===== src/rtl/reg_file_mc.sv =====
// reg_file_mc: DEPTH x WIDTH register file for the multicycle MIPS datapath.
// One write port, two registered read ports, optional hardwired-zero r0 and a
// one-word-per-cycle clear sequencer (busy high while sweeping).
// Optional feature macro: REG_FILE_BYPASS_EN (write-before-read forwarding).
module reg_file_mc #(
  parameter int WIDTH    = 32,
  parameter int DEPTH    = 32,
  parameter int ZERO_REG = 1,
  localparam int AW      = $clog2(DEPTH)
) (
  input  logic             clk,
  input  logic             reset,
  input  logic             we,
  input  logic [AW-1:0]    wa,
  input  logic [WIDTH-1:0] wd,
  input  logic [AW-1:0]    ra1,
  input  logic [AW-1:0]    ra2,
  output logic [WIDTH-1:0] rd1,
  output logic [WIDTH-1:0] rd2,
  input  logic             clr_req,
  output logic             busy
);

  localparam logic [AW:0]   DEPTH_V = (AW+1)'(DEPTH);
  localparam logic [AW-1:0] LAST    = AW'(DEPTH - 1);

  typedef enum logic {IDLE, SWEEP} state_t;

  state_t           state;
  logic [AW-1:0]    ptr;
  logic [WIDTH-1:0] mem [DEPTH];
  logic             wr_en;

  function automatic logic in_range(input logic [AW-1:0] a);
    return {1'b0, a} < DEPTH_V;
  endfunction

  function automatic logic is_zero_reg(input logic [AW-1:0] a);
    return (ZERO_REG != 0) && (a == '0);
  endfunction

  // Value a read port captures at this edge for address a
  function automatic logic [WIDTH-1:0] rd_value(input logic [AW-1:0] a);
    if (!in_range(a) || is_zero_reg(a)) return '0;
`ifdef REG_FILE_BYPASS_EN
    // wr_en already excludes dropped writes and the hardwired zero register
    if (wr_en && (wa == a)) return wd;
`endif
    return mem[a];
  endfunction

  // Write is effective only when idle, in range and not targeting hardwired r0
  always_comb begin
    wr_en = we && !busy && in_range(wa) && !is_zero_reg(wa);
  end

  // Clear sequencer: IDLE -> SWEEP on clr_req, one word per cycle up to DEPTH-1
  always_ff @(posedge clk) begin
    if (reset) begin
      state <= IDLE;
      ptr   <= '0;
      busy  <= 1'b0;
    end else begin
      case (state)
        IDLE: begin
          if (clr_req) begin
            state <= SWEEP;
            ptr   <= '0;
            busy  <= 1'b1;
          end
        end
        SWEEP: begin
          if (ptr == LAST) begin
            state <= IDLE;
            busy  <= 1'b0;
          end else begin
            ptr <= ptr + 1'b1;
          end
        end
        default: begin
          state <= IDLE;
          busy  <= 1'b0;
        end
      endcase
    end
  end

  // Array update: reset clears all, else an effective write or a sweep clear
  always_ff @(posedge clk) begin
    if (reset) begin
      mem <= '{default: '0};
    end else if (wr_en) begin
      mem[wa] <= wd;
    end else if (state == SWEEP) begin
      mem[ptr] <= '0;
    end
  end

  // Registered read ports
  always_ff @(posedge clk) begin
    if (reset) begin
      rd1 <= '0;
      rd2 <= '0;
    end else begin
      rd1 <= rd_value(ra1);
      rd2 <= rd_value(ra2);
    end
  end

endmodule


===== config.mk =====
export PLATFORM = sky130hd
export DESIGN_NAME = reg_file_mc
export DESIGN_NICKNAME = d
export VERILOG_FILES = /design/src/rtl/reg_file_mc.sv
export SDC_FILE = /design/constraint.sdc
export NUM_CORES = 2
export LEC_CHECK = 0
export CORE_MARGIN = 3
export CORE_UTILIZATION = 45
export DETAILED_ROUTE_END_ITERATION = 10
export GPL_TIMING_DRIVEN = 0
export PLACE_DENSITY_LB_ADDON = 0.1
export SYNTH_ARGS = -nofsm -noshare
export SYNTH_HDL_FRONTEND = slang
export SYNTH_SLANG_ARGS = --single-unit
export TNS_END_PERCENT = 5

===== constraint.sdc =====
create_clock -name clk -period 3.1 [get_ports clk]
set_input_delay 0.93 -clock clk [delete_from_list [all_inputs] [get_ports clk]]
set_output_delay 0.93 -clock clk [all_outputs]
set_load 0.02 [all_outputs]

==> flow_summary_export.csv <==
group,metric,value,unit
run_status,status,"finished, violations left",
run_status,failed_checks,"capacitance limit, slew limit, setup timing",
final_layout,nNetsFinal,5908,
power_and_ir_drop,p_leak,21.8,nW
critical_path,critical_path.top_delay_family,"buffers and inverters",
final_layout,syn_to_final_growth,15.5,%
critical_path,end_kind,"register",
detailed_routing,via_count,52000,
min_path,hold_path_depth,2,
detailed_routing,highest_layer,"met5",
placement,portBuffers,108,
logic_synthesis,ys_ff_latch,1095,
critical_path,crit_slowest_cell,"clkbuf_1",
detailed_routing,via_per_inst,6.95,
final_layout,drive_gt1_share,14.8,%
critical_path,r2r_cells,6,
power_and_ir_drop,max-vdd-ir-drop,0.489,mV
critical_path,critical_path_class,"input port to register",
detailed_routing,met1_length,108000,µm
min_path,hold_class,"register to register",
critical_path,critPathMaxFanout,10,
min_path,min_from,"mem[399]$_SDFFE_PP0P_",
grt,grt_max_degree,20,
grt,antenna_found_initial,16,
final_layout,nFillCells,10800,
detailed_routing,ant_nets,0,
critical_path,crit_chain,"buf_2, and2_1, clkbuf_1, clkbuf_1, a22oi_1, nand3_1, nand4_1",
logic_synthesis,synth_async_sr_flop_share,0,%
timing,fin_crit,3.49,ns
job,maxCapViolations,4,
detailed_routing,met2WireLength,111000,µm
timing,hold_viol_final,0,
grt,grt_pass1_vias,48400,
timing,skew,0.0492,ns
grt,overflow,0,
timing,min_period_over_period,113,%
critical_path,crit_top_cell,"clkbuf_1",
detailed_routing,drcViolationCount,0,
grt,grt.total_usage,44.9,%
critical_path,timing.rr.end,"mem[655]$_SDFFE_PP0P_",
power_and_ir_drop,p_per_area,554,nW/µm²
critical_path,required,3.59,ns
floorplanning,die_y,349,µm
timing,slew_headroom,-1.11,%
logic_synthesis,synth_fp_nets,5675,
logic_synthesis,syn_area,53000,µm²
critical_path,critPathMaxStageDelay,0.85,ns
detailed_routing,routedWlPerCell,37.9,µm
logic_synthesis,synth_edf_count,0,
critical_path,cp_data_arrival_time,3.98,ns
clock_tree,clockRootBuffer,"clkbuf_16",
floorplanning,die_w,349,µm
grt,grt_pass1_wl,382000,µm
clock_tree,clk_pin_slew,0.07,ns
clock_tree,ctsHoldBuffers,0,
floorplanning,start_util,45.5,%
final_layout,finalNonFillerCells,7487,
clock_tree,ctsHtreeMaxLevel,3,
floorplanning,ios,116,
logic_synthesis,yosys_warnings,0,
clock_tree,cts.sinks,1095,
min_path,whs_endpoint,"mem[399]$_SDFFE_PP0P_",
final_layout,finalInstanceArea,61200,µm²
critical_path,worstReg2RegStart,"ptr[3]$_SDFFE_PP0P_",
final_layout,multi_input_area,28500,µm²
floorplanning,rows,125,
logic_synthesis,synth_top_flop_cell,"dfxtp_1",
clock_tree,clock_latency,0.78,ns
timing,timing.fmax,0.286,GHz
logic_synthesis,syn_avg_cell_area,9.43,µm²
clock_tree,cts_buffer_depth,3,
critical_path,r2r_slack,-0.04,ns
timing,setup_violations,351,
floorplanning,die-area,122000,µm²
logic_synthesis,ys_types,57,
detailed_routing,wl_met3,41200,µm
placement,placedCellCount,7249,
critical_path,start_kind,"input port",
floorplanning,core_area,117000,µm²
detailed_routing,drt-initial-drc-count,8256,
placement,post_dp_cell_area,56000,µm²
final_layout,seqCellArea,21900,µm²
placement,dp_hpwl,215000,µm
detailed_routing,drt_first_pass_iters,6,
timing,final_max_slew_viol_count,30,
detailed_routing,wl,284000,µm
placement,gp_congestion,1.09,
critical_path,path_buf_inv,3,
timing,rsz0062_at_grt,"yes",
clock_tree,cts_tree,"done",
logic_synthesis,yosysSeqAreaShare,41.4,%
logic_synthesis,syn_inst,5616,
timing,fin_tns_setup,-20.73,ns
clock_tree,numCtsBuffers,121,
timing,layout_setup_ws,-0.391,ns
timing,tightest_slew,1.52,ns
## worst max-delay path by stage
| stage | start | end | slack, ns | cells after the start |
|---|---|---|---|---|
| 3_3_place_gp | ra2[2] | rd2[11]$_SDFF_PP0_ | -2.21 | 8 |
| 6_report | ra1[0] | rd1[1]$_SDFF_PP0_ | -0.39 | 7 |
| 4_1_cts | ra2[1] | rd2[11]$_SDFF_PP0_ | -0.17 | 8 |
| 3_5_place_dp | ra2[2] | rd2[11]$_SDFF_PP0_ | -2.17 | 8 |
| 5_1_grt | ra1[2] | rd1[1]$_SDFF_PP0_ | -0.20 | 8 |
| 2_1_floorplan | ra2[0] | rd2[12]$_SDFF_PP0_ | 0.58 | 7 |
## area by class of cell
cell class | instances | share of cell area [%]
Clock inverter | 52 | 1.22
Timing Repair Buffer | 111 | 1.81
Sequential cell | 1095 | 35.8
Multi-Input combinational cell | 3782 | 46.5
Inverter | 92 | 0.564
Buffer | 646 | 5.02
Clock buffer | 175 | 5.92
Antenna cell | 10 | 0.0409
Tap cell | 1524 | 3.12
## sequential cells by signal (all words and copies together), names as in the netlist
name / flops
mem: 1024
state: 1
busy: 1
rd2: 32
ptr: 5
rd1: 32
## metal layers
metal / GRT usage (%) / vias up
met5: 0 / -
met4: 30.0 / 4
met3: 18.5 / 820
met2: 61.2 / 3872
met1: 57.8 / 25700
li1: - / 21700
## cells by family after synthesis
family	share of synthesized area [%]
AO/OA/AOI/OAI	19.9
adder cells (fa/ha/maj)	0.189
multiplexers	20.0
AND/OR/NAND/NOR	12.6
flip-flops	41.4
buffers and inverters	5.92
## synthesized netlist by cell type, types with 16 or more instances
cell | count | area (µm²)
dfxtp_1 | 1095 | 21900
nand3_1 | 286 | 1430
a32oi_1 | 23 | 201
o211ai_1 | 19 | 143
nor3_1 | 19 | 95.1
o21ai_1 | 16 | 80.1
o41ai_2 | 30 | 488
a31oi_1 | 26 | 163
o21ai_0 | 76 | 380
and2_1 | 44 | 275
nor2_1 | 51 | 191
and3_1 | 33 | 206
nor3_2 | 24 | 240
inv_1 | 91 | 342
nand2_1 | 824 | 3090
buf_1 | 28 | 105
a22o_1 | 94 | 823
clkbuf_1 | 373 | 1400
o41ai_1 | 59 | 517
mux2i_1 | 586 | 5870
nor2b_1 | 48 | 300
buf_2 | 232 | 1160
nand4_1 | 71 | 444
mux4_2 | 210 | 4730
a22oi_1 | 330 | 2480
o22ai_1 | 701 | 4390
a21oi_1 | 134 | 671
## metrics by stage
step | setup WS [ns] | utilization, % | hold WS, ns | power [W]
CTS | -0.172 | 52.3 | 0.466 | 0.0336
finish | -0.391 | 52.5 | 0.466 | 0.0339
floorplan | 0.575 | - | 0.442 | 0.0163
global route | -0.203 | 52.5 | 0.485 | 0.0344
global placement | -2.21 | 48.0 | 0.450 | 0.0179
detailed placement | -2.17 | 48.1 | 0.457 | 0.0179
## placed cells by master, fill, tap and decap left out, types with 12 or more instances in the layout
cell                n
dfxtp_1          1095
nand2_1           824
o22ai_1           701
mux2i_1           586
clkbuf_1          349
a22oi_1           299
nand3_1           272
mux4_2            210
buf_2             184
a21oi_1           134
clkbuf_16         124
clkdlybuf4s50_1   106
a22o_1             94
inv_1              91
o21ai_0            76
nand4_1            71
o41ai_1            59
nor2b_1            47
nor2_1             46
buf_4              45
and2_1             44
clkbuf_2           35
and3_1             33
clkbuf_8           33
a22oi_2            31
o41ai_2            30
nor3_2             23
a31oi_1            22
o211ai_1           19
buf_6              18
nor3_1             18
clkbuf_4           17
bufinv_16          17
clkinv_2           17
buf_1              16
a32oi_2            15
nand3_2            14
clkinvlp_4         12
## power breakdown
part | total, W | internal (W) | switching [W]
combinational | 0.00359 | 0.000924 | 0.00266
clock | 0.0160 | 0.00950 | 0.00654
sequential | 0.0143 | 0.0142 | 0.0000928
## repair_timing
item	4_1_cts	5_1_grt
resized for setup	182	70
endpoints found under the setup margin	151	310
pin swaps	6	8
buffers inserted	2	0
## worst reg2reg max path, delay by kind of cell, from the launching register on
family	cells	cell delay, ns
compound gates	2	0.80
flops	1	0.34
simple gates	2	0.86
buf+inv	2	0.96
Power figures use the tool's default switching activity.
